File: src/rtl/pc_fetch_pkg.sv
// Shared types and constants for the program-counter / instruction-fetch block.
package pc_fetch_pkg;

    // Fetch sequencer states.
    typedef enum logic [1:0] {
        ST_IDLE = 2'd0,
        ST_REQ  = 2'd1,
        ST_HOLD = 2'd2,
        ST_TRAP = 2'd3
    } fetch_state_e;

    // Canonical RISC-V NOP (addi x0, x0, 0) shown on inst before any fetch.
    localparam logic [31:0] INST_NOP         = 32'h0000_0013;
    localparam logic [31:0] DEFAULT_RESET_PC = 32'h0000_0000;
    localparam int          STALL_CNT_W      = 16;

    // Sequential successor of a PC; wraps modulo 2^32.
    function automatic logic [31:0] pc_inc4(input logic [31:0] pc_v);
        return pc_v + 32'd4;
    endfunction

endpackage

File: src/rtl/pc_target.sv
// Next-PC target selection and alignment check (purely combinational).
module pc_target
    import pc_fetch_pkg::*;
(
    input  logic [31:0] pc,
    input  logic [31:0] next_pc,
    input  logic        redirect,
    input  logic        jalr,
    output logic [31:0] target,
    output logic        target_misaligned
);

    // Pick redirect target (bit 0 cleared for JALR) or fall through to pc+4.
    always_comb begin
        target = pc_inc4(pc);
        if (redirect) begin
            if (jalr) begin
                target = {next_pc[31:1], 1'b0};
            end else begin
                target = next_pc;
            end
        end else begin
            target = pc_inc4(pc);
        end
        // Bit 0 is even by construction; only a set bit 1 breaks word alignment.
        target_misaligned = target[1];
    end

endmodule

File: src/rtl/pc_fetch.sv
// Program-counter register and single-outstanding instruction-fetch sequencer.
// Holds each fetched instruction until decode accepts it, then commits the
// next PC; a misaligned target parks the block in TRAP until reset.
module pc_fetch
    import pc_fetch_pkg::*;
#(
    parameter logic [31:0] RESET_PC = DEFAULT_RESET_PC
)
(
    input  logic                   clk,
    input  logic                   rst_n,
    input  logic [31:0]            next_pc,
    input  logic                   jalr,
    input  logic                   redirect,
    input  logic                   advance,
    output logic                   imem_req,
    output logic [31:0]            imem_addr,
    input  logic                   imem_ack,
    input  logic [31:0]            imem_rdata,
    output logic                   inst_valid,
    output logic [31:0]            inst,
    output logic [31:0]            pc,
    output logic [31:0]            pc_plus4,
    output logic                   misaligned,
    output logic [STALL_CNT_W-1:0] stall_cycles
);

    localparam logic [STALL_CNT_W-1:0] STALL_MAX = {STALL_CNT_W{1'b1}};
    localparam logic [STALL_CNT_W-1:0] STALL_ONE = {{(STALL_CNT_W-1){1'b0}}, 1'b1};

    fetch_state_e           state_r;
    fetch_state_e           state_nx_s;
    logic [31:0]            pc_r;
    logic [31:0]            inst_r;
    logic                   inst_valid_r;
    logic                   imem_req_r;
    logic                   misaligned_r;
    logic [STALL_CNT_W-1:0] stall_cnt_r;
    logic [31:0]            target_s;
    logic                   target_mis_s;
    logic                   take_ack_s;
    logic                   stall_inc_s;
    logic                   commit_s;
    logic                   trap_s;

    pc_target u_pc_target (
        .pc                (pc_r),
        .next_pc           (next_pc),
        .redirect          (redirect),
        .jalr              (jalr),
        .target            (target_s),
        .target_misaligned (target_mis_s)
    );

    // Next-state and per-cycle update strobes for the fetch sequencer.
    always_comb begin
        state_nx_s  = state_r;
        take_ack_s  = 1'b0;
        stall_inc_s = 1'b0;
        commit_s    = 1'b0;
        trap_s      = 1'b0;
        case (state_r)
            ST_IDLE: begin
                state_nx_s = ST_REQ;
            end
            ST_REQ: begin
                if (imem_ack) begin
                    take_ack_s = 1'b1;
                    state_nx_s = ST_HOLD;
                end else begin
                    // Counter saturates rather than wrapping.
                    stall_inc_s = (stall_cnt_r != STALL_MAX);
                    state_nx_s  = ST_REQ;
                end
            end
            ST_HOLD: begin
                if (advance) begin
                    commit_s = 1'b1;
                    if (target_mis_s) begin
                        trap_s     = 1'b1;
                        state_nx_s = ST_TRAP;
                    end else begin
                        state_nx_s = ST_REQ;
                    end
                end else begin
                    state_nx_s = ST_HOLD;
                end
            end
            ST_TRAP: begin
                state_nx_s = ST_TRAP;
            end
            default: begin
                state_nx_s = ST_IDLE;
            end
        endcase
    end

    // State, PC, held instruction, flags and stall counter; outputs registered from next state.
    always_ff @(posedge clk) begin
        if (!rst_n) begin
            state_r      <= ST_IDLE;
            pc_r         <= RESET_PC;
            inst_r       <= INST_NOP;
            inst_valid_r <= 1'b0;
            imem_req_r   <= 1'b0;
            misaligned_r <= 1'b0;
            stall_cnt_r  <= {STALL_CNT_W{1'b0}};
        end else begin
            state_r      <= state_nx_s;
            imem_req_r   <= (state_nx_s == ST_REQ);
            inst_valid_r <= (state_nx_s == ST_HOLD);
            if (take_ack_s) begin
                inst_r <= imem_rdata;
            end
            if (stall_inc_s) begin
                stall_cnt_r <= stall_cnt_r + STALL_ONE;
            end
            if (commit_s) begin
                pc_r <= target_s;
            end
            if (trap_s) begin
                misaligned_r <= 1'b1;
            end
        end
    end

    assign imem_req     = imem_req_r;
    assign imem_addr    = pc_r;
    assign inst_valid   = inst_valid_r;
    assign inst         = inst_r;
    assign pc           = pc_r;
    assign pc_plus4     = pc_inc4(pc_r);
    assign misaligned   = misaligned_r;
    assign stall_cycles = stall_cnt_r;

endmodule

File: config.mk
export PLATFORM = sky130hd
export DESIGN_NAME = pc_fetch
export DESIGN_NICKNAME = d
export VERILOG_FILES = /design/src/rtl/pc_fetch_pkg.sv /design/src/rtl/pc_target.sv /design/src/rtl/pc_fetch.sv
export SDC_FILE = /design/constraint.sdc
export NUM_CORES = 1
export LEC_CHECK = 0
export CORE_ASPECT_RATIO = 0.6
export CORE_MARGIN = 1
export CORE_UTILIZATION = 43
export DETAILED_ROUTE_END_ITERATION = 10
export PLACE_DENSITY_LB_ADDON = 0.12
export SLEW_MARGIN = 20
export SYNTH_ARGS = -nofsm -noshare
export SYNTH_HDL_FRONTEND = slang
export SYNTH_SLANG_ARGS = --single-unit
File: constraint.sdc
create_clock -name clk -period 2.8 [get_ports clk]
set_input_delay 0.28 -clock clk [delete_from_list [all_inputs] [get_ports clk]]
set_output_delay 0.28 -clock clk [all_outputs]
set_load 0.05 [all_outputs]
==> flow_summary.json, run 1 <==
{
  "track_usage_pct": 26.8,
  "cp-end-kind": "output port",
  "cts_num_sinks": 85,
  "crit_path_max_fanout": 9,
  "rr_startpoint": "imem_addr[6]",
  "async_flop_share_pct": 0,
  "fillers": 844,
  "globalRouteOverflowTotal": 0,
  "grt_pass1_vias": 5004,
  "insertion_delay_ns": 0.33,
  "min_period_over_period_pct": 96.8,
  "htreeDepth": 3,
  "leakage_nw": 2.75,
  "maxSlewViolCount": 0,
  "routed_wl_mm": 16.2,
  "setup_viol": 0,
  "grt_max_degree": 54,
  "tightest_slew_ns": 0.638,
  "antenna_found_initial": 0,
  "fmax_mhz": 369,
  "hpwl_mm": 11.9,
  "finalSetupTns_ns": 0,
  "synth.distinct_cells": 63,
  "syn-num-nets": 723,
  "die_x_um": 141,
  "fp-row-count": 29,
  "drt_iter0_markers": 387,
  "crit_required_ns": 2.52,
  "timing.critical_path.arrival_ns": 2.43,
  "numCtsBuffers": 9,
  "synth_edf_count": 0,
  "drc_errors": 0,
  "synth_top_area_share_pct": 34.4,
  "cts-root-buf": "clkbuf_16",
  "ys_top_cells_by_area": "dfxtp_1 34%, nand2_1 9.2%, a21oi_1 5.8%",
  "ys_seq_area_share_pct": 34.4,
  "num_antenna_cells": 0,
  "rrSetupSlack_ns": 0.76,
  "period_needed_ns": 2.71,
  "power.density_nw_per_um2": 421,
  "status": "finished clean",
  "syn_area_um2": 4950,
  "r2r_end": "imem_addr[24]",
  "worst-r2r-cell-count": 5,
  "cts_hold_buf": 0,
  "min_path_type": "flop to flop",
  "critPathKind": "flop to output port",
  "wire_per_inst_um": 16.8,
  "area_delta_synth_final_pct": 55.2,
  "nets": 892,
  "start_util_pct": 45.5,
  "yosys_warnings": 0,
  "peakVddDrop_mv": 0.402,
  "final_cell_mix": "193 x clkdlybuf4s50_1, 122 x nand2_1, 82 x dfxtp_1",
  "layout_commonest_cell": "clkdlybuf4s50_1",
  "placed_cell_area_um2": 7350,
  "fin_ws_ns": 0.0905,
  "skew_ns": 0.00863,
  "grt_pass1_wl_mm": 25.6,
  "ys_ff_latch": 85,
  "antenna_left": 0,
  "core_area_um2": 10900,
  "gp_congestion": 0.915,
  "vias_per_cell": 5.71,
  "place_ws_ns": 0.467,
  "ios": 217,
  "cts_tree": "yes",
  "dieArea_um2": 12000,
  "syn-mean-instance-area_um2": 7.61,
  "cts_resized": 0,
  "clockBufferDepth": 2,
  "synth_top_area_cell": "dfxtp_1",
  "critPathLaunch": "imem_addr[2]",
  "max-slew-margin-rel_pct": 57.1,
  "cap_violations": 0,
  "port_buffers": 216,
  "critPathLaunchType": "flop",
  "synthCells": 651,
  "firstDrtPassIters": 5,
  "drive_gt1_share_pct": 11.5,
  "endpoint": "pc_plus4[7]",
  "hold_viol_final": 0,
  "die_h_um": 85.1,
  "routed-via-count": 5504,
  "post_cts_buffers": 0,
  "rsz0062_at_grt": "false",
  "synth_top_flop_cell": "dfxtp_1",
  "path_clk_slew_ns": 0.07,
  "whs_path_depth": 2,
  "finalInstanceArea_um2": 7680
}
[registers in the layout, summed over array words and instances (netlist names)]
| name | cells |
|---|---|
| imem_req | 1 |
| inst | 32 |
| state_r | 2 |
| imem_addr | 32 |
| stall_cycles | 16 |
| misaligned | 1 |
| inst_valid | 1 |
[synthesized netlist by cell type, types with 5 or more instances]
library cell,n
or4_1,5
buf_2,8
a31oi_1,7
buf_4,34
o21ai_0,14
nor2_1,27
xor2_1,8
and4_1,7
nor2b_1,5
buf_1,5
clkbuf_1,36
nand2b_1,8
o21a_1,6
nand2_1,122
xnor2_1,19
mux2i_1,12
a21oi_1,57
nand3b_1,5
o31ai_1,6
nor4_1,8
nand4_1,13
o311ai_0,6
a211oi_1,5
dfxtp_1,85
or3_1,5
and3_1,14
inv_1,7
nor3_1,19
o211ai_1,7
nand3_1,32
a22oi_1,5
[how the worst min path moves through the flow]
stage / startpoint / endpoint
6_report: inst[8] / inst[8]
5_1_grt: inst[20] / inst[20]
4_1_cts: inst[11] / inst[11]
3_5_place_dp: inst[11] / inst[11]
3_3_place_gp: inst[11] / inst[11]
2_1_floorplan: imem_rdata[0] / inst[0]
[worst max-delay path: stages (launching register included)]
cell and delay [ns]:
dfxtp_2 0.40, nand3_1 0.37, o21a_1 0.32, or2_2 0.30, clkdlybuf4s50_1 0.70
[per-layer routing]
| metal | GRT usage [%] | share of wire, % | wire length (um) |
|---|---|---|---|
| met1 | 35.9 | 45 | 7300 |
| met2 | 43.9 | 45 | 7220 |
| met3 | 6.83 | 9.1 | 1480 |
| met4 | 5.43 | 1.0 | 165 |
| met5 | 0 | 0 | 0 |
[stage by stage]
| stage | cells | utilization [%] | power, W | hold slack [ns] |
|---|---|---|---|---|
| 6_report | 964 | 70.6 | 0.00323 | 0.455 |
| 5_1_grt | 964 | 70.6 | 0.00335 | 0.470 |
| 4_1_cts | 964 | 70.5 | 0.00326 | 0.455 |
| 3_5_place_dp | 948 | 67.5 | 0.00194 | 0.446 |
| 3_3_place_gp | 948 | 67.5 | 0.00193 | 0.441 |
| 2_1_floorplan | 651 | - | 0.00168 | 0.404 |
[cells by family after synthesis]
group,share of synthesized area (%)
buf+inv,9.88
flops,34.4
xor+xnor,4.78
mux,2.88
simple gates,29.2
compound gates,18.4
fa+ha+maj,0.505
[power by group]
part	internal, W	switching [W]	leakage, nW
Clock	0.000794	0.000523	0.155
Sequential	0.00125	0.0000355	0.691
Combinational	0.000261	0.000372	1.91
[area by class of cell]
class / count / area [um^2] / share of cell area [%]
sequential: 85 / 1710 / 22.2
multi-input combinational: 473 / 2880 / 37.5
clock buffer: 9 / 225 / 2.93
inverter: 8 / 30.0 / 0.391
tap: 139 / 174 / 2.26
timing repair buffer: 243 / 2570 / 33.4
clock inverter: 7 / 104 / 1.35
Note: power is estimated with default switching activity, not from simulation.
==> inputs of run 2 (changes only) <==
--- a/config.mk
+++ b/config.mk
@@ -9,6 +9,7 @@
 export CORE_MARGIN = 1
 export CORE_UTILIZATION = 43
 export DETAILED_ROUTE_END_ITERATION = 10
+export GPL_ROUTABILITY_DRIVEN = 0
 export PLACE_DENSITY_LB_ADDON = 0.12
 export SLEW_MARGIN = 20
 export SYNTH_ARGS = -nofsm -noshare
==> results of run 2 <==
The final DEF is identical to that of run 1; final timing and power are the same.
==> inputs of run 3 (changes only) <==
--- a/config.mk
+++ b/config.mk
@@ -9,7 +9,6 @@
 export CORE_MARGIN = 1
 export CORE_UTILIZATION = 43
 export DETAILED_ROUTE_END_ITERATION = 10
-export GPL_ROUTABILITY_DRIVEN = 0
 export PLACE_DENSITY_LB_ADDON = 0.12
 export SLEW_MARGIN = 20
 export SYNTH_ARGS = -nofsm -noshare
==> results of run 3 <==
The final DEF is identical to that of run 1; final timing and power are the same.
